File: src/rtl/sync_fifo_pkg.sv
// Shared types for the synchronous FIFO: per-cycle access classification.
package sync_fifo_pkg;

  // Accepted-access kind for one clock edge, {write, read}.
  typedef enum logic [1:0] {
    OP_IDLE  = 2'b00,
    OP_READ  = 2'b01,
    OP_WRITE = 2'b10,
    OP_BOTH  = 2'b11
  } op_e;

endpackage

File: src/rtl/sync_fifo_mem.sv
// Storage array for sync_fifo: one write port, one asynchronous read port, no reset.
module fifo_mem #(
  parameter int WIDTH = 1,
  parameter int DEPTH = 8
) (
  input  logic                     i_clk,
  input  logic                     i_we,
  input  logic [$clog2(DEPTH)-1:0] i_waddr,
  input  logic [WIDTH-1:0]         i_wdata,
  input  logic [$clog2(DEPTH)-1:0] i_raddr,
  output logic [WIDTH-1:0]         o_rdata
);

  logic [WIDTH-1:0] r_mem [DEPTH];

  always_ff @(posedge i_clk) begin
    if (i_we) r_mem[i_waddr] <= i_wdata;
  end

  assign o_rdata = r_mem[i_raddr];

endmodule

File: src/rtl/sync_fifo.sv
// Synchronous FIFO control: pointers, occupancy, registered flags and read-data register.
module sync_fifo
  import sync_fifo_pkg::*;
#(
  parameter int WIDTH = 1,
  parameter int DEPTH = 8
) (
  input  logic                       i_clock,
  input  logic                       i_reset,
  input  logic [WIDTH-1:0]           i_data,
  input  logic                       i_wr_en,
  input  logic                       i_rd_en,
  output logic [WIDTH-1:0]           o_qout,
  output logic                       o_qvalid,
  output logic                       o_full,
  output logic                       o_empty,
  output logic [$clog2(DEPTH):0]     o_count,
  output logic                       o_overflow,
  output logic                       o_underflow
);

  localparam int ADDR_W = $clog2(DEPTH);
  localparam int CNT_W  = ADDR_W + 1;
  localparam logic [CNT_W-1:0] FULL_CNT = CNT_W'(DEPTH);

  logic [ADDR_W-1:0] r_wptr;
  logic [ADDR_W-1:0] r_rptr;
  logic [CNT_W-1:0]  r_count;
  logic              r_full;
  logic              r_empty;
  logic [WIDTH-1:0]  r_qout;
  logic              r_qvalid;
  logic              r_overflow;
  logic              r_underflow;

  logic              w_rd_acc;
  logic              w_wr_acc;
  op_e               w_op;
  logic [CNT_W-1:0]  w_count_nxt;
  logic [WIDTH-1:0]  w_rdata;

  // A write into a full FIFO is legal only when the same edge frees a slot.
  assign w_rd_acc = i_rd_en && !r_empty;
  assign w_wr_acc = i_wr_en && (!r_full || w_rd_acc);
  assign w_op     = op_e'({w_wr_acc, w_rd_acc});

  always_comb begin
    w_count_nxt = r_count;
    case (w_op)
      OP_WRITE: w_count_nxt = r_count + CNT_W'(1);
      OP_READ:  w_count_nxt = r_count - CNT_W'(1);
      default:  w_count_nxt = r_count;
    endcase
  end

  fifo_mem #(
    .WIDTH (WIDTH),
    .DEPTH (DEPTH)
  ) u_mem (
    .i_clk   (i_clock),
    .i_we    (w_wr_acc),
    .i_waddr (r_wptr),
    .i_wdata (i_data),
    .i_raddr (r_rptr),
    .o_rdata (w_rdata)
  );

  always_ff @(posedge i_clock or posedge i_reset) begin
    if (i_reset) begin
      r_wptr      <= '0;
      r_rptr      <= '0;
      r_count     <= '0;
      r_full      <= 1'b0;
      r_empty     <= 1'b1;
      r_qout      <= '0;
      r_qvalid    <= 1'b0;
      r_overflow  <= 1'b0;
      r_underflow <= 1'b0;
    end else begin
      if (w_wr_acc) r_wptr <= r_wptr + ADDR_W'(1);
      if (w_rd_acc) begin
        r_rptr <= r_rptr + ADDR_W'(1);
        r_qout <= w_rdata;
      end
      r_count     <= w_count_nxt;
      r_full      <= (w_count_nxt == FULL_CNT);
      r_empty     <= (w_count_nxt == '0);
      r_qvalid    <= w_rd_acc;
      r_overflow  <= i_wr_en && !w_wr_acc;
      r_underflow <= i_rd_en && !w_rd_acc;
    end
  end

  assign o_qout      = r_qout;
  assign o_qvalid    = r_qvalid;
  assign o_full      = r_full;
  assign o_empty     = r_empty;
  assign o_count     = r_count;
  assign o_overflow  = r_overflow;
  assign o_underflow = r_underflow;

endmodule

File: config.mk
export PLATFORM = sky130hd
export DESIGN_NAME = sync_fifo
export DESIGN_NICKNAME = d
export VERILOG_FILES = /design/src/rtl/sync_fifo_pkg.sv /design/src/rtl/sync_fifo_mem.sv /design/src/rtl/sync_fifo.sv
export SDC_FILE = /design/constraint.sdc
export NUM_CORES = 1
export LEC_CHECK = 0
export ABC_CLOCK_PERIOD_IN_PS = 3250
export BUFFER_PORTS_ARGS = -buffer_cell sky130_fd_sc_hd__buf_2
export CORE_MARGIN = 3
export CORE_UTILIZATION = 45
export CTS_CLUSTER_DIAMETER = 30
export DETAILED_ROUTE_END_ITERATION = 6
export MAX_ROUTING_LAYER = met4
export SETUP_SLACK_MARGIN = 0.15
export SLEW_MARGIN = 0
export SYNTH_ARGS = -nofsm -noshare
export SYNTH_HDL_FRONTEND = slang
export SYNTH_HIERARCHICAL = 1
export SYNTH_SLANG_ARGS = --single-unit
File: constraint.sdc
create_clock -name i_clock -period 3.25 [get_ports i_clock]
set_input_delay 0.65 -clock i_clock [delete_from_list [all_inputs] [get_ports i_clock]]
set_output_delay 0.65 -clock i_clock [all_outputs]
set_load 0.02 [all_outputs]
### Yosys cells after proc, flatten, opt, wreduce, memory -nomap -nowiden

Memory sizes are Yosys's and may differ from the RTL's. A register that Yosys moved wholly into a read port is not among the register bits.
Cells that the tools add are included.
Widths: inputs -> output; s select.

* flip-flop bits (word level): 15
* RAM bits: 8
* input port bits: 5
* output and inout bits: 10
* logic and storage cells: 29
* memories kept: 1

Memory list
* u_mem.r_mem: depth 8, bits a word 1, read ports 1, clocked after memory_dff 1, wr ports 1, line sync_fifo_mem.sv:14 `logic [WIDTH-1:0] r_mem [DEPTH];`

* $add $sub $neg: 4
* equal/unequal tests: 3
* muxes and demuxes: 3
* reductions and logical operators: 10

Operator list (count)
* $pmux 4 s2: 1
* $add 3x1->3 const B: 2
* $add 4x1->4 const B: 1
* $eq 4x4->1 const B: 1
* $logic_and 1x1->1: 4
* $logic_not 1->1: 4
* $logic_not 4->1: 1
* $sub 4x1->4 const B: 1
* $eq 2x1->1 const B: 1
* $eq 2x2->1 const B: 1
* $mux 1: 2
* $logic_or 1x1->1: 1

### Longest topological paths before layout

* depth after elaboration: 7
* mapped depth: 11
* depth with buffers taken out: 10

### Cells and area by module

Netlist, hierarchy kept.

By module, submodules not included
* sync_fifo: times used 1, cells an instance 67, area each 778.2 sq um, seq. area each 401.6 sq um
* fifo_mem: times used 1, cells an instance 24, area each 362.8 sq um, seq. area each 240.2 sq um

### Worst setup path before layout

OpenSTA, ideal clock, no wires.

* kind: input-to-reg
* start point: input port i_rd_en
* end point: register r_full, in the netlist o_full
* library setup time: 0.119 ns
* data arrival time: 2.410 ns
* setup slack: 0.721 ns
* stages: 10
* buffers on the path: 1
* cells stage by stage: nand2b_1 > inv_1 > ha_1 > clkbuf_2 > xor2_1 > ha_1 > a21oi_1 > xor3_2 > a31oi_1 > o21ba_2

* word-level cells in the longest chain between the ends: 6
* elaborated cells on any way between the ends: 7
* classes of those cells: eq/ne: 3; mux: 1; reduce/logical: 3

Ends and longest elaborated chain
* start, declared: line sync_fifo.sv:12 `input logic i_rd_en,`
* $logic_and 1x1->1 (*): line sync_fifo.sv:43 `assign w_rd_acc = i_rd_en && !r_empty;`
* named net w_rd_acc: line sync_fifo.sv:36 `logic w_rd_acc;`
* $logic_or 1x1->1: line sync_fifo.sv:44 `assign w_wr_acc = i_wr_en && (!r_full || w_rd_acc);`
* $logic_and 1x1->1: line sync_fifo.sv:44
* $eq 2x1->1 / $eq 2x2->1 (equally long branches): line sync_fifo.sv:49 `case (w_op)`
* $pmux 4 s2 (*): line sync_fifo.sv:49
* $eq 4x4->1 (*): line sync_fifo.sv:86 `r_full <= (w_count_nxt == FULL_CNT);`
* end signal, assigned: line sync_fifo.sv:86
* end, declared: line sync_fifo.sv:29 `logic r_full;`

Mark *: on every way through the listed nets, which the timed path passes. The rest lies on a longest branch.
A chain may end at the register's enable or synchronous reset.

### Worst setup path in the final report

* start point: register r_empty, in the netlist o_empty
* end point: register r_full, in the netlist o_full

* word-level cells in the longest chain between the ends: 7
* elaborated cells on any way between the ends: 8
* classes of those cells: eq/ne: 3; mux: 1; reduce/logical: 4

Ends and longest elaborated chain
* start, declared: line sync_fifo.sv:30 `logic r_empty;`
* start signal, assigned: line sync_fifo.sv:87 `r_empty <= (w_count_nxt == '0);`
* $logic_not 1->1 (*): line sync_fifo.sv:43
* $logic_and 1x1->1 (*): line sync_fifo.sv:43
* named net w_rd_acc: line sync_fifo.sv:36
* $logic_or 1x1->1: line sync_fifo.sv:44
* $logic_and 1x1->1: line sync_fifo.sv:44
* $eq 2x1->1 / $eq 2x2->1 (equally long branches): line sync_fifo.sv:49
* $pmux 4 s2 (*): line sync_fifo.sv:49
* $eq 4x4->1 (*): line sync_fifo.sv:86

Marked as above.

==> out/metrics.cfg <==
[global_routing]
grt_pass1_wl_um = 2750
grt_max_degree = 17
antenna_found_initial = 0
grt.total_usage_pct = 11.8
overflow = 0
grt_pass1_vias = 607

[sta]
slew_violations = 0
skew_ns = 0.00123
setup_tns_ns = 0
worst_pin_slew_ns = 0.607
setup_viol = 0
timing.slew.headroom_pct = 59.5
fmax_mhz = 383
setup_slack_ns = 0.636
fin_crit_ns = 2.61
rsz0062_at_grt = false
finalCritPeriodShare_pct = 80.4
hold_viol_final = 0

[synthesis]
yosys_warnings = 6
async_reset_ff_share_pct = 66.7
synth_cell_types = 29
ys_seq_area_share_pct = 56.3
netlist_instances = 91
yosysTopAreaCell = dfrtp_1
synth_edf_count = 8
syn_nets = 101
ys_top_cells_by_area = dfrtp_1 33%, edfxtp_1 21%, ha_1 5.5%, mux4_1 4.6%, nand2_1 3.9%
synth_top_cell_area_share_pct = 32.9
ys_seq_elements = 24
synth_area_um2 = 1140
synth-main-ff-cell = dfrtp_1
syn_area_per_cell_um2 = 12.5

[floorplanning]
core_um2 = 2300
initial_utilization_pct = 49.7
dieArea_um2 = 3180
boundaryPins = 15
die_w_um = 56.4
core.rowCount = 17
die_h_um = 56.4

[cts]
clk_path_buf_depth = 2
cts_hold_buf = 0
insertion_delay_ns = 0.31
cts-root-buf = clkbuf_4
clkSinkCount = 24
h-tree-depth = 1
clkTransAtPathRegs_ns = 0.12
ctsResizeCount = 0
cts_post_setup_buffers_inserted = 0
cts_made_buffers = 3
cts_tree = yes

[worst_setup_path]
critPathLaunchType = register
crit_top_cell = ha_1
crit_chain = nand2b_1, inv_1, ha_1, xor2_1, ha_1, a21oi_1, xor3_2, a31oi_1, o21ba_2
cp.arrival_ns = 2.83
crit_type = register to register
timing.critical_path.buf_inv = 1
crit_fanout = 6
critPathCaptureType = register
crit_slowest_cell = dfstp_2
cp.required_ns = 3.46
worst_path_dominant_cell_family = compound AO/OA/AOI/OAI gates
slowest_delay_ns = 0.55

[layout]
post-route-util_pct = 54.8
layout.nets = 118
seq_area_um2 = 642
antenna_cells = 0
final_common_cell = dfrtp_1
area_growth_pct = 10.4
layout_common_cells = 15 x dfrtp_1, 14 x buf_2, 12 x nand2_1
fill_cells = 201
multi_input_area_um2 = 475
drive_gt1_share_pct = 23.4

[route]
antenna_left = 0
post-route-drc-count = 0
drt_pass1_iterations = 4
drt_iter0_markers = 12
wl_um = 1630
num_vias = 694
drt-vias-per-instance = 5.14
wl_per_cell_um = 12.0

[power]
finalPower_mw = 1.17
powerDensity_nw_per_um2 = 930
p_leak_nw = 0.572
ir_drop_mv = 0.528

[hold_path]
min-delay-path-class = input pin to asynchronous set/reset pin

[placed_design]
place.gp.congestion = 0.741
place_hpwl_um = 1220
port_buffers = 14
pre_cts_ws_ns = 0.436

[job]
max-cap-violations = 0

[status]
status = finished clean

[synth_stat cells (all sizes together), types with 2 or more instances]
cell type   n
xor2        4
dfrtp      15
mux4        2
nor3        4
ha          5
nand2b      5
xnor2       4
nor2        8
and3        2
inv         3
edfxtp      8
a21oi       2
mux2        3
nand2      12
[metal layers]
| metal | up-vias | part of all wire [%] | global-route usage [%] |
|---|---|---|---|
| li1 | 346 | - | - |
| met1 | 326 | 46 | 13.7 |
| met2 | 17 | 46 | 17.2 |
| met3 | 5 | 6.2 | 5.06 |
| met4 | 0 | 2.3 | 6.10 |
| met5 | - | 0 | - |
[power breakdown]
part           total [mW]  switching [mW]  internal (mW)  leakage, nW
Combinational       0.515           0.256          0.259        0.290
Sequential          0.530           0.105          0.425        0.267
Clock               0.127          0.0822         0.0449       0.0154
Total                1.17           0.444          0.729        0.572
[path summary, 6_finish.rpt]
path	start	end	slack, ns	cells past startpoint
max in group asynchronous	i_reset	r_wptr[1]$_DFFE_PP0P_	2.47	2
min	i_reset	o_overflow$_DFF_PP0_	0.39	2
max reg2reg	o_empty$_DFF_PP1_	o_full$_DFF_PP0_	0.64	9
max	o_empty$_DFF_PP1_	o_full$_DFF_PP0_	0.64	9
min in group i_clock	o_qout$_DFFE_PP0P_	o_qout$_DFFE_PP0P_	0.48	2
min reg2reg	o_qout$_DFFE_PP0P_	o_qout$_DFFE_PP0P_	0.48	2
[registers in the layout (all words and copies together) (netlist names)]
signal / flops
r_wptr: 3
o_overflow: 1
o_qout: 1
o_qvalid: 1
o_full: 1
u_mem/r_mem: 8
o_count: 4
o_underflow: 1
r_rptr: 3
o_empty: 1
[area by class of cell]
class                           instances  share of cell area [%]
Clock buffer                            3                    1.79
Clock inverter                          1                   0.298
Inverter                                3                   0.894
Multi-Input combinational cell         62                    37.7
Sequential cell                        24                    50.9
Tap cell                               28                    2.78
Timing Repair Buffer                   14                    5.56
[kinds of logic (layout without fill, tap and decap cells)]
logic type | count (synthesis) | in the layout | synth area share [%]
AND/OR/NAND/NOR | 37 | 37 | 16.8
AO/OA/AOI/OAI | 6 | 6 | 3.51
XOR/XNOR | 9 | 9 | 8.33
adder cells (fa/ha/maj) | 5 | 5 | 5.48
buffers and inverters | 5 | 21 | 2.08
multiplexers | 5 | 5 | 7.57
flip-flops | 24 | 24 | 56.3
[metrics by stage]
stage               instances  hold WS [ns]  cell area, um^2
global route              135         0.407             1260
global placement          131         0.463             1230
CTS                       135         0.399             1260
finish                    135         0.390             1260
floorplan                  91         0.458             1140
detailed placement        131         0.467             1230
Note: power is estimated with default switching activity, not from simulation.
